===== src/rtl/updi_rx_phy_if.sv =====
// Bundle of the UPDI receive PHY signals.
//   master : line/host side. Drives rx_en, baud_div, rx and out_fifo_full, and observes the PHY outputs.
//   slave  : the PHY. Observes the line and the FIFO, and drives busy, the FIFO write and the
//            status pulses.
interface updi_rx_phy_if #(
  parameter int unsigned BaudBits = 16
) ();
  logic                rx_en;
  logic [BaudBits-1:0] baud_div;
  logic                rx;
  logic                busy;
  logic [7:0]          out_fifo_data;
  logic                out_fifo_full;
  logic                out_fifo_wr_en;
  logic                parity_error;
  logic                frame_error;
  logic                overflow;
  logic                break_detected;

  modport master (
    output rx_en, baud_div, rx, out_fifo_full,
    input  busy, out_fifo_data, out_fifo_wr_en, parity_error, frame_error, overflow,
           break_detected
  );

  modport slave (
    input  rx_en, baud_div, rx, out_fifo_full,
    output busy, out_fifo_data, out_fifo_wr_en, parity_error, frame_error, overflow,
           break_detected
  );
endinterface


===== src/rtl/updi_rx_phy.sv =====
// Receive-side UPDI physical layer. It oversamples the line and deframes characters made of
// 1 start bit, 8 data bits (LSB first), even parity and 2 stop bits. Good bytes are written to
// the receive FIFO. The block pulses parity_error, frame_error, overflow and break_detected.
//   clk_i    : system clock, posedge
//   rst_ni   : asynchronous active-low reset
//   bus_io   : updi_rx_phy_if.slave. It carries rx_en, baud_div and rx (an asynchronous line),
//              the FIFO write port and the one-cycle status pulses.
module updi_rx_phy #(
  parameter int unsigned BaudBits = 16
) (
  input logic          clk_i,
  input logic          rst_ni,
  updi_rx_phy_if.slave bus_io
);

  typedef enum logic [2:0] {
    StIdle, StStart, StData, StParity, StStop1, StStop2, StWaitHigh
  } state_e;

  state_e state_q, state_d;

  logic                rx_meta_q, rx_s_q;
  logic [BaudBits-1:0] div_q, div_d;
  logic [BaudBits-1:0] cnt_q, cnt_d;
  logic [2:0]          bit_q, bit_d;
  logic [7:0]          shift_q, shift_d;
  logic                acc_q, acc_d;     // running XOR of data bits
  logic                perr_q, perr_d;   // parity mismatch held until commit
  logic                pbit_q, pbit_d;   // received parity bit, needed for BREAK
  logic [7:0]          data_q, data_d;
  logic                wr_q, wr_d;
  logic                par_err_q, par_err_d;
  logic                frm_err_q, frm_err_d;
  logic                ovf_q, ovf_d;
  logic                brk_q, brk_d;
  logic                expire;

  // The counter is loaded with the interval and counts down. A sample is taken on the edge
  // where it reads 1. This places the samples exactly at t0+h and then at every div after that.
  assign expire = (cnt_q[BaudBits-1:1] == '0);

  // Two-flop synchroniser. It idles high so that reset does not look like a start bit.
  always_ff @(posedge clk_i or negedge rst_ni) begin
    if (!rst_ni) begin
      rx_meta_q <= 1'b1;
      rx_s_q    <= 1'b1;
    end else begin
      rx_meta_q <= bus_io.rx;
      rx_s_q    <= rx_meta_q;
    end
  end

  // State register
  always_ff @(posedge clk_i or negedge rst_ni) begin
    if (!rst_ni) state_q <= StIdle;
    else         state_q <= state_d;
  end

  // Next state
  always_comb begin
    state_d = state_q;
    if (!bus_io.rx_en) begin
      state_d = StIdle;
    end else begin
      unique case (state_q)
        StIdle:     if (!rx_s_q) state_d = StStart;
        StStart:    if (expire) state_d = rx_s_q ? StIdle : StData;
        StData:     if (expire && bit_q == 3'd7) state_d = StParity;
        StParity:   if (expire) state_d = StStop1;
        StStop1:    if (expire) state_d = rx_s_q ? StStop2 : StWaitHigh;
        StStop2:    if (expire) state_d = rx_s_q ? StIdle : StWaitHigh;
        StWaitHigh: if (rx_s_q) state_d = StIdle;
        default:    state_d = StIdle;
      endcase
    end
  end

  // Datapath next state: bit timing, shift register and parity
  always_comb begin
    div_d   = div_q;
    cnt_d   = cnt_q;
    bit_d   = bit_q;
    shift_d = shift_q;
    acc_d   = acc_q;
    perr_d  = perr_q;
    pbit_d  = pbit_q;
    if (!bus_io.rx_en) begin
      cnt_d = '0;
      bit_d = '0;
    end else begin
      unique case (state_q)
        StIdle: begin
          if (!rx_s_q) begin
            div_d = bus_io.baud_div;
            cnt_d = bus_io.baud_div >> 1;
            bit_d = '0;
            acc_d = 1'b0;
          end
        end
        StStart, StData, StParity, StStop1, StStop2: begin
          cnt_d = expire ? div_q : cnt_q - BaudBits'(1);
          if (expire && state_q == StData) begin
            shift_d = {rx_s_q, shift_q[7:1]};
            acc_d   = acc_q ^ rx_s_q;
            bit_d   = bit_q + 3'd1;
          end
          if (expire && state_q == StParity) begin
            perr_d = acc_q ^ rx_s_q;
            pbit_d = rx_s_q;
          end
        end
        default: cnt_d = '0;
      endcase
    end
  end

  // Outputs: status pulses and the commit. All of them are registered below.
  always_comb begin
    data_d    = data_q;
    wr_d      = 1'b0;
    par_err_d = 1'b0;
    frm_err_d = 1'b0;
    ovf_d     = 1'b0;
    brk_d     = 1'b0;
    if (bus_io.rx_en && expire) begin
      if (state_q == StStop1 && !rx_s_q) begin
        if (shift_q == 8'h00 && !pbit_q) brk_d = 1'b1;
        else                             frm_err_d = 1'b1;
      end
      if (state_q == StStop2) begin
        if (!rx_s_q)                   frm_err_d = 1'b1;
        else if (perr_q)               par_err_d = 1'b1;
        else if (bus_io.out_fifo_full) ovf_d = 1'b1;
        else begin
          data_d = shift_q;
          wr_d   = 1'b1;
        end
      end
    end
  end

  always_ff @(posedge clk_i or negedge rst_ni) begin
    if (!rst_ni) begin
      div_q     <= '0;
      cnt_q     <= '0;
      bit_q     <= '0;
      shift_q   <= '0;
      acc_q     <= 1'b0;
      perr_q    <= 1'b0;
      pbit_q    <= 1'b0;
      data_q    <= '0;
      wr_q      <= 1'b0;
      par_err_q <= 1'b0;
      frm_err_q <= 1'b0;
      ovf_q     <= 1'b0;
      brk_q     <= 1'b0;
    end else begin
      div_q     <= div_d;
      cnt_q     <= cnt_d;
      bit_q     <= bit_d;
      shift_q   <= shift_d;
      acc_q     <= acc_d;
      perr_q    <= perr_d;
      pbit_q    <= pbit_d;
      data_q    <= data_d;
      wr_q      <= wr_d;
      par_err_q <= par_err_d;
      frm_err_q <= frm_err_d;
      ovf_q     <= ovf_d;
      brk_q     <= brk_d;
    end
  end

  assign bus_io.busy           = (state_q != StIdle);
  assign bus_io.out_fifo_data  = data_q;
  assign bus_io.out_fifo_wr_en = wr_q;
  assign bus_io.parity_error   = par_err_q;
  assign bus_io.frame_error    = frm_err_q;
  assign bus_io.overflow       = ovf_q;
  assign bus_io.break_detected = brk_q;

endmodule

===== src/flat_wrapper.sv =====
// flat-port wrapper written by rule: the top's interface ports become plain ports
module updi_rx_phy_flat 
#(
  parameter int unsigned BaudBits = 16
)
  (clk_i, rst_ni, bus_io_rx_en, bus_io_baud_div, bus_io_rx, bus_io_out_fifo_full, bus_io_busy, bus_io_out_fifo_data, bus_io_out_fifo_wr_en, bus_io_parity_error, bus_io_frame_error, bus_io_overflow, bus_io_break_detected);
  updi_rx_phy_if #(.BaudBits(BaudBits)) bus_io_i ();
  input logic clk_i;
  input logic rst_ni;
  input wire logic [$bits(bus_io_i.rx_en)-1:0] bus_io_rx_en;
  input wire logic [$bits(bus_io_i.baud_div)-1:0] bus_io_baud_div;
  input wire logic [$bits(bus_io_i.rx)-1:0] bus_io_rx;
  input wire logic [$bits(bus_io_i.out_fifo_full)-1:0] bus_io_out_fifo_full;
  output wire logic [$bits(bus_io_i.busy)-1:0] bus_io_busy;
  output wire logic [$bits(bus_io_i.out_fifo_data)-1:0] bus_io_out_fifo_data;
  output wire logic [$bits(bus_io_i.out_fifo_wr_en)-1:0] bus_io_out_fifo_wr_en;
  output wire logic [$bits(bus_io_i.parity_error)-1:0] bus_io_parity_error;
  output wire logic [$bits(bus_io_i.frame_error)-1:0] bus_io_frame_error;
  output wire logic [$bits(bus_io_i.overflow)-1:0] bus_io_overflow;
  output wire logic [$bits(bus_io_i.break_detected)-1:0] bus_io_break_detected;
  assign bus_io_i.rx_en = bus_io_rx_en;
  assign bus_io_i.baud_div = bus_io_baud_div;
  assign bus_io_i.rx = bus_io_rx;
  assign bus_io_i.out_fifo_full = bus_io_out_fifo_full;
  assign bus_io_busy = bus_io_i.busy;
  assign bus_io_out_fifo_data = bus_io_i.out_fifo_data;
  assign bus_io_out_fifo_wr_en = bus_io_i.out_fifo_wr_en;
  assign bus_io_parity_error = bus_io_i.parity_error;
  assign bus_io_frame_error = bus_io_i.frame_error;
  assign bus_io_overflow = bus_io_i.overflow;
  assign bus_io_break_detected = bus_io_i.break_detected;
  updi_rx_phy #(.BaudBits(BaudBits)) u_core (.clk_i(clk_i), .rst_ni(rst_ni), .bus_io(bus_io_i));
endmodule

===== config.mk =====
export PLATFORM = sky130hd
export DESIGN_NAME = updi_rx_phy_flat
export DESIGN_NICKNAME = d
export VERILOG_FILES = /design/src/rtl/updi_rx_phy_if.sv /design/src/rtl/updi_rx_phy.sv /design/src/flat_wrapper.sv
export SDC_FILE = /design/constraint.sdc
export NUM_CORES = 1
export LEC_CHECK = 0
export ABC_AREA = 1
export CAP_MARGIN = 0
export CORE_AREA = 2 2 92 94
export CTS_CLUSTER_DIAMETER = 200
export DETAILED_ROUTE_END_ITERATION = 12
export DIE_AREA = 0 0 94 96
export HOLD_SLACK_MARGIN = 0.05
export PLACE_DENSITY_LB_ADDON = 0.25
export SLEW_MARGIN = 20
export SYNTH_ARGS = -nofsm -noshare
export SYNTH_HDL_FRONTEND = slang
export SYNTH_SLANG_ARGS = --single-unit
export TNS_END_PERCENT = 30

===== constraint.sdc =====
create_clock -name clk_i -period 1.9 [get_ports clk_i]
set_input_delay 0.38 -clock clk_i [delete_from_list [all_inputs] [get_ports clk_i]]
set_output_delay 0.38 -clock clk_i [all_outputs]
set_load 0.005 [all_outputs]

==> impl_metrics.ini <==
[detailed_routing]
vias = 3070
drc = 0
first_pass_iters = 5
routedWlPerCell_um = 12.6
drtIter0Drc = 114
post_drt_via_cell_ratio = 4.85
ant_nets = 0
wirelength_um = 7970

[logic_synthesis]
synth_most_common_cell = nand2_1
ys_ff_latch = 64
synth_area_leaders = dfrtp_1, nand2_1, nand3_1
syn-instance-count = 474
syn_avg_cell_area_um2 = 7.39
yosysTopAreaCell = dfrtp_1
ys.flop_type = dfrtp_1
yosysUniqueCellTypes = 37
yosysWarningCount = 0
yosysTopAreaCellShare = 0.443
yosysSeqAreaShare = 0.458
synth_nets = 498
syn_area_um2 = 3500
netlist_top_cells_count = nand2_1, dfrtp_1, inv_1, nand3_1, nor2_1
synthArstFlopShare = 1.00
synth_enable_flop_cells = 0

[sta]
setup_viol = 0
period_needed_ns = 1.68
fin_crit_sh = 0.882
tightest_slew_ns = 0.335
skew_ns = 0.00997
finalSetupTns_ns = 0
rsz0062_at_grt = no
finalHoldViolCount = 0
relSlewSlack = 0.776
timing.fmax_ghz = 0.597
drv_slew = 0

[clock_network]
clk_latency_ns = 0.36
cts-htree-levels = 3
clk_pin_slew_ns = 0.08
cts.root.buffer_cell = clkbuf_8
numCtsBuffers = 9
cts.sinks = 64
clk_path_buf_depth = 2
cts_tree = done

[critical_path]
path_max_fanout = 5
rrSetupSlack_ns = 0.22
timing.rr.end = u_core.acc_q
endpoint_kind = flip-flop
path_class = reg2reg
ff2ff_path_depth = 9
crit-reg2reg-launch = u_core.cnt_q[8]
start_kind = flip-flop
crit_path_top_delay_cell = dfrtp_1
cpPeakStageDelay_ns = 0.44
critPathMostFrequentCell = nand2_1
arrival_ns = 1.97
worstPathRequired_ns = 2.20
cp_cell_sequence = nor2_1, nand2_1, nor2_2, nand2_4, nand2_1, nand3_1, nor2_1, nand2_1, nand2_1

[pwr]
pwr_density_cell_nw_per_um2 = 1640
p_total_mw = 7.04
ir_drop_uv = 742
leakage_nw = 2.25

[layout]
fin_nets = 547
fin_util = 0.532
diodes = 0
syn_to_final_growth_pct = 22.4
layout-drive-gt1-share = 0.125

[floorplanning]
die_height_um = 96
boundaryPins = 35
num_rows = 33
coreArea_um2 = 8050
fp.dieW_um = 94
start_util = 0.435
die-area_um2 = 9020

[global_routing]
grt_pass1_wl_um = 13600
use_met3 = 0.0517
grt.met2_usage = 0.330
grt_use_total = 0.196
globalRouteOverflowTotal = 0
grt_start_max_net_pins = 65
antenna_found_initial = 0
busiest_layer = met2
grt_pass1_vias = 2971
grt_use_met1 = 0.246

[run_status]
outcome = finished, final reports clean

[min_path]
min_from = u_core.rx_meta_q
hold_path.class = reg2reg
min_delay_path_depth = 0
hold_end = u_core.rx_s_q

[flow_run]
max-cap-violations = 0

[place]
place_congestion = 0.867
portBuffers = 34
dp_hpwl_um = 5520
-- worst max-delay path by stage --
| stage | end | from | cells past startpoint | slack, ns |
|---|---|---|---|---|
| after floorplan | u_core.div_q[6] | u_core.rx_s_q | 5 | 0.34 |
| after global placement | u_core.shift_q[6] | bus_io_rx_en | 6 | 0.20 |
| after detailed placement | u_core.shift_q[1] | bus_io_rx_en | 6 | 0.16 |
| after CTS | bus_io_busy | u_core.state_q[1] | 3 | 0.01 |
| after global routing | u_core.acc_q | u_core.cnt_q[12] | 9 | 0.02 |
| final | u_core.acc_q | u_core.cnt_q[8] | 9 | 0.22 |
-- routing by layer --
metal | up-vias | part of all wire
met5 | - | 0
met4 | 0 | 0.013
met3 | 11 | 0.049
met2 | 60 | 0.48
met1 | 1424 | 0.45
li1 | 1575 | -
-- cells in the final DEF, fill, tap and decap left out, drive strengths merged, types with 2 or more instances in the layout --
cell,n
inv,58
ha,3
dfrtp,62
nor3,2
nand3,48
dfstp,2
mux2,2
buf,17
o21ai,26
nor2,48
clkinv,3
clkbuf,9
nor4,2
nand2,185
clkdlybuf4s50,32
bufinv,2
a21oi,15
-- critical path, delay by kind of cell, from the launching register on --
family | cells | cell delay (ns)
AND/OR/NAND/NOR | 9 | 1.19
flip-flops | 1 | 0.44
-- cells by family (layout without fill, tap and decap cells) --
logic type,after synthesis,count (layout),synth area share
adders and majority gates,3,3,0.0107
muxes,2,2,0.00643
DFF,64,64,0.458
AOI/OAI and AO/OA,43,43,0.0668
and+or+nand+nor,290,290,0.369
buffers and inverters,70,124,0.0840
xor gates and xnor gates,2,2,0.00500
-- where the power goes --
| part | internal (mW) | leakage [nW] | switching (mW) |
|---|---|---|---|
| clock network | 0.752 | 0.110 | 0.605 |
| registers | 1.76 | 0.801 | 0.340 |
| logic | 1.32 | 1.34 | 2.27 |
| total | 3.83 | 2.25 | 3.21 |
-- flip-flops by register name, indices dropped and copies added (netlist names), 3 cells and up --
register,count
u_core.cnt_q,16
u_core.div_q,16
u_core.bus_io.out_fifo_data,8
u_core.shift_q,8
u_core.bit_q,3
u_core.state_q,3
-- per-stage QoR --
stage	setup slack, ns	instances	cell area, um2	hold slack [ns]
after global routing	0.0177	633	4290	0.361
after floorplan	0.337	474	3500	0.0844
after global placement	0.203	612	4010	0.346
after CTS	0.0138	631	4270	0.358
after detailed placement	0.157	612	4010	0.347
final	0.225	633	4290	0.358
-- cell type report --
type	instances	area, um2
Fill cell	780	3770
Clock inverter	7	103
Sequential cell	64	1610
Inverter	57	219
Timing Repair Buffer	51	493
Multi-Input combinational cell	340	1610
Tap cell	105	131
Clock buffer	9	124
-- timing repair --
item	4_1_cts	5_1_grt
endpoints found under the hold margin	50	0
hold buffers	1	0
pin swaps	1	0
buffers inserted	2	2
gates resized for setup	3	1
setup endpoints to repair	1	1
Power figures use the tool's default switching activity.
